[config.mk]
export PLATFORM = sky130hd
export DESIGN_NAME = lcd_timing_gen_flat
export DESIGN_NICKNAME = d
export VERILOG_FILES = /design/src/rtl/lcd_timing_gen_if.sv /design/src/rtl/lcd_timing_gen.sv /design/src/flat_wrapper.sv
export SDC_FILE = /design/constraint.sdc
export NUM_CORES = 1
export LEC_CHECK = 0
export CORE_UTILIZATION = 45
export DETAILED_ROUTE_END_ITERATION = 10
export GPL_ROUTABILITY_DRIVEN = 0
export PLACE_DENSITY = 0.66
export SLEW_MARGIN = 15
export SYNTH_ARGS = -nofsm -noshare
export SYNTH_HDL_FRONTEND = slang
export SYNTH_SLANG_ARGS = --single-unit
[constraint.sdc]
create_clock -name clk -period 2.2 [get_ports clk]
set_input_delay 0.33 -clock clk [delete_from_list [all_inputs] [get_ports clk]]
set_output_delay 0.33 -clock clk [all_outputs]
set_load 0.02 [all_outputs]
[src/rtl/lcd_timing_gen_if.sv]
// Pixel-enable and video timing outputs of the LCD timing generator.
// The master drives the timing and the slave consumes it and supplies the enable.
interface lcd_timing_gen_if #(
    parameter int CNT_W = 10
);
    logic             en;
    logic             hsync;
    logic             vsync;
    logic             de;
    logic [CNT_W-1:0] x;
    logic [CNT_W-1:0] y;
    logic             line_start;
    logic             frame_start;

    modport master (
        input  en,
        output hsync, vsync, de, x, y, line_start, frame_start
    );

    modport slave (
        output en,
        input  hsync, vsync, de, x, y, line_start, frame_start
    );
endinterface

[src/rtl/lcd_timing_gen.sv]
// LCD timing generator: line and frame counters advanced by the pixel enable.
// Every output is registered from the decode of the counters before they advance.
module lcd_timing_gen #(
    parameter int H_SYNC   = 41,
    parameter int H_BP     = 2,
    parameter int H_ACTIVE = 480,
    parameter int H_FP     = 2,
    parameter int V_SYNC   = 10,
    parameter int V_BP     = 2,
    parameter int V_ACTIVE = 272,
    parameter int V_FP     = 2,
    parameter int CNT_W    = 10,
    parameter int SYNC_POL = 0,
    parameter int DE_ONLY  = 0
) (
    input  logic                clk,
    input  logic                nrst,
    lcd_timing_gen_if.master    bus
);
    localparam int H_TOTAL = H_SYNC + H_BP + H_ACTIVE + H_FP;
    localparam int V_TOTAL = V_SYNC + V_BP + V_ACTIVE + V_FP;

    generate
        if (H_TOTAL > (1 << CNT_W) || V_TOTAL > (1 << CNT_W)) begin : g_bad_total
            $error("lcd_timing_gen: H_TOTAL or V_TOTAL does not fit in CNT_W bits");
        end
        if (H_SYNC == 0 || H_ACTIVE == 0 || V_SYNC == 0 || V_ACTIVE == 0) begin : g_bad_zero
            $error("lcd_timing_gen: sync and active widths must be non-zero");
        end
    endgenerate

    localparam logic [CNT_W-1:0] H_SYNC_C = CNT_W'(H_SYNC);
    localparam logic [CNT_W-1:0] H_ACT_S  = CNT_W'(H_SYNC + H_BP);
    localparam logic [CNT_W-1:0] H_ACT_N  = CNT_W'(H_ACTIVE);
    localparam logic [CNT_W-1:0] H_LAST   = CNT_W'(H_TOTAL - 1);
    localparam logic [CNT_W-1:0] V_SYNC_C = CNT_W'(V_SYNC);
    localparam logic [CNT_W-1:0] V_ACT_S  = CNT_W'(V_SYNC + V_BP);
    localparam logic [CNT_W-1:0] V_ACT_N  = CNT_W'(V_ACTIVE);
    localparam logic [CNT_W-1:0] V_LAST   = CNT_W'(V_TOTAL - 1);

    localparam logic SYNC_ON  = 1'(SYNC_POL);
    localparam logic SYNC_OFF = ~SYNC_ON;
    localparam logic SYNC_DIS = (DE_ONLY != 0);

    logic [CNT_W-1:0] h_cnt;
    logic [CNT_W-1:0] v_cnt;
    logic [CNT_W-1:0] h_off;
    logic [CNT_W-1:0] v_off;
    logic             h_act;
    logic             v_act;
    logic             h_in_sync;
    logic             v_in_sync;

    // Offsets into the active window; an offset below the active width is
    // only trusted when the counter is at or past the window start.
    always_comb begin
        h_off     = h_cnt - H_ACT_S;
        v_off     = v_cnt - V_ACT_S;
        h_act     = (h_cnt >= H_ACT_S) && (h_off < H_ACT_N);
        v_act     = (v_cnt >= V_ACT_S) && (v_off < V_ACT_N);
        h_in_sync = (h_cnt < H_SYNC_C);
        v_in_sync = (v_cnt < V_SYNC_C);
    end

    always_ff @(posedge clk) begin
        if (!nrst) begin
            h_cnt           <= '0;
            v_cnt           <= '0;
            bus.hsync       <= SYNC_OFF;
            bus.vsync       <= SYNC_OFF;
            bus.de          <= 1'b0;
            bus.x           <= '0;
            bus.y           <= '0;
            bus.line_start  <= 1'b0;
            bus.frame_start <= 1'b0;
        end else if (bus.en) begin
            if (h_cnt == H_LAST) begin
                h_cnt <= '0;
                v_cnt <= (v_cnt == V_LAST) ? '0 : v_cnt + 1'b1;
            end else begin
                h_cnt <= h_cnt + 1'b1;
            end
            bus.hsync       <= (!SYNC_DIS && h_in_sync) ? SYNC_ON : SYNC_OFF;
            bus.vsync       <= (!SYNC_DIS && v_in_sync) ? SYNC_ON : SYNC_OFF;
            bus.de          <= h_act && v_act;
            bus.x           <= (h_act && v_act) ? h_off : '0;
            bus.y           <= (h_act && v_act) ? v_off : '0;
            bus.line_start  <= (h_cnt == '0);
            bus.frame_start <= (h_cnt == '0) && (v_cnt == '0);
        end
    end
endmodule

[src/flat_wrapper.sv]
// flat-port wrapper written by rule: the top's interface ports become plain ports
module lcd_timing_gen_flat 
#(
    parameter int H_SYNC   = 41,
    parameter int H_BP     = 2,
    parameter int H_ACTIVE = 480,
    parameter int H_FP     = 2,
    parameter int V_SYNC   = 10,
    parameter int V_BP     = 2,
    parameter int V_ACTIVE = 272,
    parameter int V_FP     = 2,
    parameter int CNT_W    = 10,
    parameter int SYNC_POL = 0,
    parameter int DE_ONLY  = 0
)
  (clk, nrst, bus_en, bus_hsync, bus_vsync, bus_de, bus_x, bus_y, bus_line_start, bus_frame_start);
  lcd_timing_gen_if #(.CNT_W(CNT_W)) bus_i ();
  input  logic clk;
  input  logic nrst;
  input wire logic [$bits(bus_i.en)-1:0] bus_en;
  output wire logic [$bits(bus_i.hsync)-1:0] bus_hsync;
  output wire logic [$bits(bus_i.vsync)-1:0] bus_vsync;
  output wire logic [$bits(bus_i.de)-1:0] bus_de;
  output wire logic [$bits(bus_i.x)-1:0] bus_x;
  output wire logic [$bits(bus_i.y)-1:0] bus_y;
  output wire logic [$bits(bus_i.line_start)-1:0] bus_line_start;
  output wire logic [$bits(bus_i.frame_start)-1:0] bus_frame_start;
  assign bus_i.en = bus_en;
  assign bus_hsync = bus_i.hsync;
  assign bus_vsync = bus_i.vsync;
  assign bus_de = bus_i.de;
  assign bus_x = bus_i.x;
  assign bus_y = bus_i.y;
  assign bus_line_start = bus_i.line_start;
  assign bus_frame_start = bus_i.frame_start;
  lcd_timing_gen #(.H_SYNC(H_SYNC), .H_BP(H_BP), .H_ACTIVE(H_ACTIVE), .H_FP(H_FP), .V_SYNC(V_SYNC), .V_BP(V_BP), .V_ACTIVE(V_ACTIVE), .V_FP(V_FP), .CNT_W(CNT_W), .SYNC_POL(SYNC_POL), .DE_ONLY(DE_ONLY)) u_core (.clk(clk), .nrst(nrst), .bus(bus_i));
endmodule
# --- Word-level counts from Yosys, hierarchy flattened ---
# Cells that the tools add are included.
word_totals:
  in_bits: 3
  elab_cells: 34
  ff_bits: 45
op_classes:
  order_cmp: 6
  eq_ne: 2
  n_mux: 6
  addsub: 4
  reduce_logical: 7
op_table:
  columns: ["cell", "count"]
  rows:
  - ["$mux 10", 4]
  - ["$add 10x1->10 const B", 2]
  - ["$logic_not 10->1", 2]
  - ["$lt 10x9->1 const B", 2]
  - ["$eq 10x10->1 const B", 1]
  - ["$eq 10x9->1 const B", 1]
  - ["$ge 10x4->1 const B", 1]
  - ["$ge 10x6->1 const B", 1]
  - ["$lt 10x4->1 const B", 1]
  - ["$lt 10x6->1 const B", 1]
  - ["$sub 10x4->10 const B", 1]
  - ["$sub 10x6->10 const B", 1]
  - ["$logic_and 1x1->1", 4]
  - ["$mux 1", 2]
  - ["$reduce_and 2->1", 1]

# --- Logic depth before layout (Yosys ltp) ---
# Gate-level depths: netlist of run 1.
depth:
  ltp_word: 5
  mapped_depth: 8
  mapped_depth_nobuf: 7

# --- Worst setup path before layout of run 1 ---
# No wires, ideal clock.
synth_path:
  kind: "reg2reg"
  from: "register u_core.h_cnt[0]"
  to: "register u_core.bus.x[0]"
  t_arrival_ns: 1.837
  setup_ns: 0.125
  path_stages_with_launch: 9
  slack_ns: 0.238
  required_ns: 2.075
  cell_sequence: "dfxtp_1 ha_1 buf_2 o21ai_1 a2111oi_2 or3b_2 nand4_4 buf_6 o31ai_2"
synth_between:
  elab_chain_len: 5
synth_lines:
  columns: ["item", "line_no", "source"]
  rows:
  - ["start: declaration", "lcd_timing_gen.sv:45", "logic [CNT_W-1:0] h_cnt;"]
  - ["start signal: assignment", "lcd_timing_gen.sv:81", "h_cnt <= h_cnt + 1'b1;"]
  - ["$sub 10x6->10", "lcd_timing_gen.sv:57", "h_off = h_cnt - H_ACT_S;"]
  - ["$lt 10x9->1", "lcd_timing_gen.sv:59", "h_act = (h_cnt >= H_ACT_S) && (h_off < H_ACT_N);"]
  - ["$logic_and 1x1->1", "lcd_timing_gen.sv:59", null]
  - ["$logic_and 1x1->1", "lcd_timing_gen.sv:86", "bus.x <= (h_act && v_act) ? h_off : '0;"]
  - ["$mux 10 *", "lcd_timing_gen.sv:86", null]
  - ["end signal: assignment", "lcd_timing_gen.sv:86", null]
  - ["end: declaration", "lcd_timing_gen_if.sv:17", "output hsync, vsync, de, x, y, line_start, frame_start"]
# Every way passes the cells marked *; elsewhere a longest branch is shown, timed or not.
# A chain may end at the register's enable or synchronous reset.

# --- Worst setup path after layout of run 1 ---
layout_path:
  from: "register u_core.h_cnt[0]"
  to: "register u_core.bus.y[5]"
layout_between:
  elab_chain_len: 5
layout_lines:
  columns: ["item", "line_no", "source"]
  rows:
  - ["$sub 10x6->10", "lcd_timing_gen.sv:57", null]
  - ["$lt 10x9->1", "lcd_timing_gen.sv:59", null]
  - ["$logic_and 1x1->1 *", "lcd_timing_gen.sv:59", null]
  - ["$logic_and 1x1->1 *", "lcd_timing_gen.sv:87", "bus.y <= (h_act && v_act) ? v_off : '0;"]
  - ["$mux 10 *", "lcd_timing_gen.sv:87", null]
  - ["end signal: assignment", "lcd_timing_gen.sv:87", null]
  - ["end: declaration", "lcd_timing_gen_if.sv:17", null]
# Marked as above.

==> impl_metrics.env, run 1 <==
export IMPL_status="complete, no violations"
export IMPL_synth_ff_type="dfxtp_1"
export IMPL_worst_ep_required_time_ns=2.41
export IMPL_holdBufCountCts=0
export IMPL_n_fill_cell=503
export IMPL_fp_dieArea_um2=5650
export IMPL_detailedPlace_worstSlack_ns=0.236
export IMPL_num_rows=26
export IMPL_antenna_left=0
export IMPL_yosysSeqAreaShare=0.374
export IMPL_slowest_stage="a2111oi_2"
export IMPL_wl_um=5240
export IMPL_drc_errors=0
export IMPL_grt_pass1_wl_um=8580
export IMPL_rsz0062_at_grt="false"
export IMPL_wl_per_cell_um=13.4
export IMPL_gr_total_overflow=0
export IMPL_met2_usage=0.307
export IMPL_grt_pass1_vias=1773
export IMPL_fin_nets=333
export IMPL_maxCapViolCount=0
export IMPL_grt_busiest_layer="met2"
export IMPL_cts_clk_slew_worst_paths_ns=0.08
export IMPL_skew_ns=0.00532
export IMPL_syn_inst=289
export IMPL_synth_edf_count=0
export IMPL_start_util=0.469
export IMPL_grt_use_met1=0.284
export IMPL_timing_reg2reg_setup_slack_ns=0.24
export IMPL_die_w_um=75.2
export IMPL_grt_max_degree=24
export IMPL_cp_arrival_ns=2.17
export IMPL_diodes=0
export IMPL_end_kind="flip-flop"
export IMPL_p_leak_uw=0.00110
export IMPL_clk_path_buf_depth=2
export IMPL_clockRootBuffer="clkbuf_8"
export IMPL_critPathMaxStageDelay_ns=0.36
export IMPL_ctsHtreeMaxLevel=2
export IMPL_critPathLaunchType="flip-flop"
export IMPL_postCtsSetupRepairBufs=0
export IMPL_avgSynthCellArea_um2=8.33
export IMPL_crit_type="reg -> reg"
export IMPL_slew_headroom=0.647
export IMPL_period_minus_slack_ns=1.96
export IMPL_post_cts_resized=0
export IMPL_layout_common_cells="nand2_1, dfxtp_1, nor2_1"
export IMPL_die_h_um=75.2
export IMPL_ys_ff_latch=45
export IMPL_ys_types=47
export IMPL_final_max_slew_viol_count=0
export IMPL_antenna_found_initial=0
export IMPL_cts_inserted_buffers=5
export IMPL_grt_usage=0.198
export IMPL_cts_tree="built"
export IMPL_setup_violations=0
export IMPL_core_um2=5140
export IMPL_tightest_slew_ns=0.524
export IMPL_drtIter0Drc=103
export IMPL_clock_latency_ns=0.30
export IMPL_synthesis_nets=301
export IMPL_synth_warnings=0
export IMPL_first_pass_iters=4
export IMPL_critical_path_max_fanout=19
export IMPL_irDropWorstVdd_mv=0.209
export IMPL_fin_tns_setup_ns=0
export IMPL_power_density_nw_per_um2=537
export IMPL_synthesis_area_um2=2410
export IMPL_crit_chain="ha_1 -> o21ai_1 -> a2111oi_2 -> or3b_2 -> nand4_4 -> o31ai_1"
export IMPL_drive_gt1_frac=0.134
export IMPL_async_reset_ff_frac=0
export IMPL_syn_to_final_growth_pct=21.6
export IMPL_final_hold_violation_count=0
export IMPL_pin_count=28
export IMPL_timing_final_ws_setup_ns=0.242
export IMPL_hp_class="reg -> reg"
export IMPL_vias=2084
export IMPL_finalCritPeriodShare=0.890
export IMPL_grt_util_met3=0.0254
export IMPL_hpwl_um=3940
export IMPL_vias_per_cell=5.32
export IMPL_fmax_ghz=0.511
export IMPL_cts_sinks=45
export IMPL_port_buffer_count=27
[cell families after synthesis]
kind of cell | after synthesis | synth area share
buffers and inverters | 30 | 0.0592
AND/OR/NAND/NOR | 128 | 0.266
flip-flops | 45 | 0.374
AO/OA/AOI/OAI | 50 | 0.156
adder cells (fa/ha/maj) | 9 | 0.0468
XOR/XNOR | 27 | 0.0982
[synth_stat cells, drive strengths merged (4+ instances only)]
| cell | n | area (µm²) |
|---|---|---|
| buf | 14 | 81.3 |
| clkbuf | 9 | 35.0 |
| nor3 | 7 | 45.0 |
| dfxtp | 45 | 901 |
| nand4 | 11 | 83.8 |
| nand3 | 9 | 45.0 |
| xor2 | 12 | 105 |
| and2 | 4 | 25.0 |
| nand2 | 45 | 169 |
| o21ai | 17 | 85.1 |
| xnor2 | 15 | 131 |
| nor3b | 4 | 30.0 |
| nor2 | 31 | 116 |
| ha | 9 | 113 |
| inv | 7 | 26.3 |
| o31ai | 14 | 130 |
[sequential cells by signal, summed over array words and instances, names as in the netlist]
signal / cells
u_core.h_cnt: 10
u_core.v_cnt: 10
u_core.bus.y: 10
u_core.bus.line_start: 1
u_core.bus.vsync: 1
u_core.bus.frame_start: 1
u_core.bus.x: 10
u_core.bus.hsync: 1
u_core.bus.de: 1
[metrics by stage]
stage	std cells	utilization	cell area, µm²	hold slack [ns]	power [µW]
after detailed placement	384	0.546	2810	0.439	949
final	392	0.570	2930	0.446	1570
after CTS	392	0.570	2930	0.450	1590
after floorplan	289	-	2410	0.483	905
after global routing	392	0.570	2930	0.468	1640
after global placement	384	0.546	2810	0.435	948
[power breakdown]
part | internal (µW) | switching [µW] | leakage, µW
Sequential | 824 | 5.63 | 0.000364
Clock | 369 | 272 | 0.0000574
Combinational | 42.9 | 57.7 | 0.000681
[worst max-delay path: cells and delay by family (launching register included)]
kind	cells	cell delay, ns
AOI/OAI and AO/OA	3	0.81
and+or+nand+nor	2	0.47
DFF	1	0.34
adders and majority gates	1	0.25
[worst paths after layout]
check	cells past startpoint	startpoint	to
max	6	u_core.h_cnt[0]$_SDFFE_PN0P_	u_core.bus.y[5]$_SDFFE_PN0P_
min	2	u_core.bus.x[1]$_SDFFE_PN0P_	u_core.bus.x[1]$_SDFFE_PN0P_
max reg2reg	6	u_core.h_cnt[0]$_SDFFE_PN0P_	u_core.bus.y[5]$_SDFFE_PN0P_
min reg2reg	2	u_core.bus.x[1]$_SDFFE_PN0P_	u_core.bus.x[1]$_SDFFE_PN0P_
[metal layers]
layer	share of wire	vias to the layer above
li1	-	1052
met1	0.49	974
met2	0.45	51
met3	0.044	7
met4	0.013	0
met5	0	-
[cell type report]
class,count,area [µm²],area share
Clock inverter,2,37.5,0.0128
Sequential cell,45,901,0.308
Inverter,7,26.3,0.00897
Timing Repair Buffer,48,428,0.146
Multi-Input combinational cell,214,1370,0.466
Clock buffer,6,82.6,0.0282
Tap cell,70,87.6,0.0299
No activity file was read; power rests on OpenSTA's default activity.
==> inputs of run 2 (changes only) <==
Settings changed: ABC_AREA from default to 1, CORE_MARGIN from default to 3.
==> run 2 against run 1 <==
Net effect: non-clock buffer count decreased by 15; via count increased by 15%; highest routed layer unchanged; critical path depth increased by 2; synthesized area increased by 6.2%; flip-flop and latch count unchanged.
==> impl_metrics.env, run 2 <==
export IMPL_start_util=0.483
export IMPL_vias=2396
export IMPL_holdBufCountCts=0
export IMPL_hp_class="reg -> reg"
export IMPL_synth_largest_area_cell="dfxtp_1"
export IMPL_finalCritPeriodShare=0.907
export IMPL_irDropWorstVdd_mv=0.260
export IMPL_wl_um=5990
export IMPL_drc_errors=0
export IMPL_status="complete, no violations"
export IMPL_rsz0062_at_grt="false"
export IMPL_final_common_cell="nand2_1"
export IMPL_die_w_um=81.4
export IMPL_grt_pass1_vias=2183
export IMPL_crit_start="u_core.h_cnt[0]$_SDFFE_PN0P_"
export IMPL_end_kind="flip-flop"
export IMPL_slew_headroom=0.716
export IMPL_clockRootBuffer="clkbuf_8"
export IMPL_power_density_nw_per_um2=553
export IMPL_grt_usage=0.200
export IMPL_syn_to_final_growth_pct=17.7
export IMPL_seqCellArea_um2=901
export IMPL_wl_per_cell_um=12.9
export IMPL_hpwl_um=4520
export IMPL_syn_inst=368
export IMPL_avgSynthCellArea_um2=6.95
export IMPL_cts_clk_slew_worst_paths_ns=0.08
export IMPL_timing_reg2reg_setup_slack_ns=0.21
export IMPL_setup_violations=0
export IMPL_diodes=0
export IMPL_cts_inserted_buffers=5
export IMPL_layout_common_cells="nand2_1, dfxtp_1, nor2_1"
export IMPL_synth_most_common_cell="nand2_1"
export IMPL_maxCapViolCount=0
export IMPL_crit_type="reg -> reg"
export IMPL_clk_path_buf_depth=2
export IMPL_clock_latency_ns=0.30
export IMPL_synthesis_area_um2=2560
export IMPL_reg2reg_from="u_core.h_cnt[0]$_SDFFE_PN0P_"
export IMPL_cts_sinks=45
export IMPL_worstHoldStart="u_core.bus.x[9]$_SDFFE_PN0P_"
export IMPL_grt_max_degree=21
export IMPL_ys_ff_latch=45
export IMPL_synthesis_nets=380
export IMPL_fp_dieArea_um2=6630
export IMPL_pin_count=28
export IMPL_worst_ep_required_time_ns=2.40
export IMPL_gr_total_overflow=0
export IMPL_port_buffer_count=27
export IMPL_num_rows=26
export IMPL_critical_path_max_fanout=5
export IMPL_vias_per_cell=5.14
export IMPL_postCtsSetupRepairBufs=0
export IMPL_multiInputGateArea_um2=1450
export IMPL_final_max_slew_viol_count=0
export IMPL_synthTopCellsByCount="nand2_1, dfxtp_1, nor2_1, nand3_1, inv_1"
export IMPL_yosys_area_top_type_share=0.352
export IMPL_antenna_left=0
export IMPL_fmax_ghz=0.501
export IMPL_hold_ws_ns=0.440
export IMPL_cp_arrival_ns=2.20
export IMPL_fin_nets=407
export IMPL_die_h_um=81.4
export IMPL_core_um2=5300
export IMPL_tightest_slew_ns=0.426
export IMPL_synth_edf_count=0
export IMPL_n_fill_cell=499
export IMPL_post_cts_resized=0
export IMPL_period_minus_slack_ns=1.99
export IMPL_ctsHtreeMaxLevel=2
export IMPL_synth_ff_type="dfxtp_1"
export IMPL_p_leak_uw=0.00138
export IMPL_fin_tns_setup_ns=0
export IMPL_cts_tree="built"
export IMPL_final_hold_violation_count=0
export IMPL_drive_gt1_frac=0.121
export IMPL_skew_ns=0.00533
export IMPL_synth_warnings=0
export IMPL_antenna_found_initial=0
export IMPL_yosysSeqAreaShare=0.352
export IMPL_first_pass_iters=4
export IMPL_grt_pass1_wl_um=10400
export IMPL_critPathLaunchType="flip-flop"
export IMPL_ys_types=32
export IMPL_synth_area_leaders="dfxtp_1, nand2_1, nand3_1"
export IMPL_drtIter0Drc=140
export IMPL_async_reset_ff_frac=0
==> run 2: cell types whose count changed in the layout (fill, tap and decap cells not counted), sizes merged, moves of 14 or more <==
cell / change
buf: -15
inv: +26
nand2: +70
nand3: +30
nor2: +16
o31ai: -14
xnor2: -15
==> run 2: final cells by class <==
cell class              count  share of cell area
well taps                  70              0.0291
inverters                  33              0.0411
flip-flops and latches     45               0.299
repair buffers             33               0.105
clock buffers               5              0.0229
clock inverters             3              0.0216
multi-input cells         277               0.481
==> run 2: stage by stage <==
stage          setup slack [ns]  cells  area (µm²)   util  power (µW)
2_1_floorplan             0.609    368        2560      -         913
3_3_place_gp              0.249    458        2880  0.542         950
3_5_place_dp              0.241    458        2880  0.542         951
4_1_cts                   0.225    466        3010  0.568        1690
5_1_grt                   0.101    466        3010  0.568        1740
6_report                  0.205    466        3010  0.568        1670
==> run 2: layer usage <==
| layer | vias to the layer above | wire [µm] | track usage |
|---|---|---|---|
| met2 | 54 | 2580 | 0.292 |
| li1 | 1249 | - | - |
| met5 | - | 0 | 0 |
| met4 | 0 | 122 | 0.0777 |
| met1 | 1081 | 3020 | 0.289 |
| met3 | 12 | 275 | 0.0388 |
==> run 2: kinds of logic (layout without fill, tap and decap cells) <==
group | Yosys count | count (layout) | share of synthesized area
buffers and inverters | 46 | 74 | 0.0817
adders and majority gates | 9 | 9 | 0.0440
DFF | 45 | 45 | 0.352
xor gates and xnor gates | 8 | 8 | 0.0274
AOI/OAI and AO/OA | 26 | 26 | 0.0553
and+or+nand+nor | 234 | 234 | 0.440
==> run 2: report_power, final <==
part	internal, µW	total, µW	switching [µW]
clock network	451	734	283
registers	823	831	7.85
logic	36.8	100	63.5
total	1310	1670	354
==> run 2: worst paths after layout <==
kind	endpoint	cells after the start
max	u_core.v_cnt[3]$_SDFFE_PN0P_	8
min	u_core.bus.x[9]$_SDFFE_PN0P_	2
max reg2reg	u_core.v_cnt[3]$_SDFFE_PN0P_	8
min reg2reg	u_core.bus.x[9]$_SDFFE_PN0P_	2
==> run 2: critical path, cell delays in order (launching register included) <==
cell and delay [ns]:
dfxtp_1 0.35, inv_1 0.13, ha_1 0.18, nand3_1 0.09, nor3_2 0.30, nand3_1 0.27
nand2_2 0.19, nand2_1 0.16, and3_1 0.22
==> inputs of run 3 (changes only) <==
Settings changed: CORE_ASPECT_RATIO from default to 0.75.
==> run 3 against run 2 <==
Net effect: die area is 0.14% higher; combinational power hardly changed; worst setup slack better by 0.13 ns; final area is 0.29% lower; critical path depth is 3 higher; critical path type unchanged; total power is 6.2% lower.
==> impl_metrics.env, run 3 (same netlist as run 2, synthesis figures left out) <==
export IMPL_tightest_slew_ns=0.440
export IMPL_fmax_ghz=0.538
export IMPL_grt_pass1_vias=2223
export IMPL_antenna_found_initial=0
export IMPL_hpwl_um=4730
export IMPL_p_leak_uw=0.00137
export IMPL_layout_common_cells="nand2_1, dfxtp_1, nor2_1"
export IMPL_fin_nets=408
export IMPL_cts_tree="built"
export IMPL_end_kind="flip-flop"
export IMPL_irDropWorstVdd_mv=0.299
export IMPL_grt_pass1_wl_um=11000
export IMPL_diodes=0
export IMPL_period_minus_slack_ns=1.86
export IMPL_vias_per_cell=5.21
export IMPL_pin_count=28
export IMPL_clock_latency_ns=0.30
export IMPL_fp_dieArea_um2=6640
export IMPL_die_w_um=93.1
export IMPL_start_util=0.473
export IMPL_num_rows=23
export IMPL_clockRootBuffer="clkbuf_8"
export IMPL_critPathLaunchType="flip-flop"
export IMPL_cts_clk_slew_worst_paths_ns=0.09
export IMPL_setup_violations=0
export IMPL_rsz0062_at_grt="false"
export IMPL_met2_usage=0.272
export IMPL_finalCritPeriodShare=0.846
export IMPL_cp_arrival_ns=2.11
export IMPL_cts_sinks=45
export IMPL_grt_use_met1=0.336
export IMPL_slew_headroom=0.707
export IMPL_core_um2=5410
export IMPL_status="complete, no violations"
export IMPL_skew_ns=0.0166
export IMPL_drc_errors=0
export IMPL_first_pass_iters=5
export IMPL_drive_gt1_frac=0.121
export IMPL_n_fill_cell=562
export IMPL_gr_total_overflow=0
export IMPL_vias=2459
export IMPL_port_buffer_count=27
export IMPL_fin_tns_setup_ns=0
export IMPL_grt_util_met3=0.0367
export IMPL_hold_ws_ns=0.433
export IMPL_grt_usage=0.205
export IMPL_post_cts_resized=0
export IMPL_placed_cell_area_um2=2890
export IMPL_wl_um=6330
export IMPL_worst_ep_required_time_ns=2.45
export IMPL_postCtsSetupRepairBufs=0
export IMPL_holdBufCountCts=0
export IMPL_final_common_cell="nand2_1"
export IMPL_cts_inserted_buffers=5
export IMPL_final_hold_violation_count=0
export IMPL_syn_to_final_growth_pct=17.3
export IMPL_drtIter0Drc=309
export IMPL_power_density_nw_per_um2=520
export IMPL_maxCapViolCount=0
export IMPL_totalPowerFinal_uw=1560
export IMPL_wl_per_cell_um=13.4
export IMPL_grt_busiest_layer="met1"
export IMPL_die_h_um=71.3
export IMPL_grt_max_degree=20
export IMPL_hp_class="reg -> reg"
export IMPL_ctsHtreeMaxLevel=2
export IMPL_clk_path_buf_depth=2
export IMPL_final_max_slew_viol_count=0
export IMPL_fin_area_um2=3000
export IMPL_crit_type="reg -> reg"
export IMPL_critical_path_max_fanout=19
export IMPL_antenna_left=0
run 3: changes by cell type in the layout (fill, tap and decap cells not counted), sizes merged:
| cell | delta |
|---|---|
| bufinv | -1 |
| buf | +1 |
| clkbuf | +1 |
run 3: final cells by class:
class / count / area [µm²] / area share
timing repair buffer: 34 / 323 / 0.108
clock buffer: 6 / 72.6 / 0.0242
multi-input combinational: 277 / 1450 / 0.483
sequential: 45 / 901 / 0.300
clock inverter: 2 / 38.8 / 0.0129
inverter: 33 / 124 / 0.0413
tap: 75 / 93.8 / 0.0313
run 3: metal layers:
layer  vias to the layer above  routed length, µm
met5                         -                  0
li1                       1249                  -
met2                        87               2450
met4                         0                 46
met1                      1118               3420
met3                         5                410
run 3: final timing paths:
path,end,depth (start not counted),slack (ns),startpoint
setup / recovery,u_core.bus.y[8]$_SDFFE_PN0P_,11,0.34,u_core.v_cnt[3]$_SDFFE_PN0P_
hold / removal,u_core.bus.x[9]$_SDFFE_PN0P_,2,0.43,u_core.bus.x[9]$_SDFFE_PN0P_
setup reg to reg,u_core.bus.y[8]$_SDFFE_PN0P_,11,0.34,u_core.v_cnt[3]$_SDFFE_PN0P_
hold reg to reg,u_core.bus.x[9]$_SDFFE_PN0P_,2,0.43,u_core.bus.x[9]$_SDFFE_PN0P_
run 3: stage by stage:
stage	cells	util	setup WS, ns
2_1_floorplan	368	-	0.609
3_3_place_gp	464	0.534	0.387
3_5_place_dp	464	0.534	0.325
4_1_cts	472	0.555	0.356
5_1_grt	472	0.555	0.190
6_report	472	0.555	0.340
run 3: power breakdown:
group / internal [µW] / switching [µW] / total [µW]
Clock: 341 / 287 / 629
Combinational: 38.1 / 64.6 / 103
Sequential: 824 / 7.18 / 831
Total: 1200 / 359 / 1560
run 3: worst max-delay path, stage by stage, from the launching register on:
cell and delay (ns):
dfxtp_1 0.42, ha_1 0.29, inv_1 0.12, nand2_2 0.10
nor2_1 0.06, nor2_1 0.08, nand2_1 0.09, nor2_4 0.10
nand2_4 0.07, nor2_8 0.23, nand4_1 0.15, nand2_1 0.09
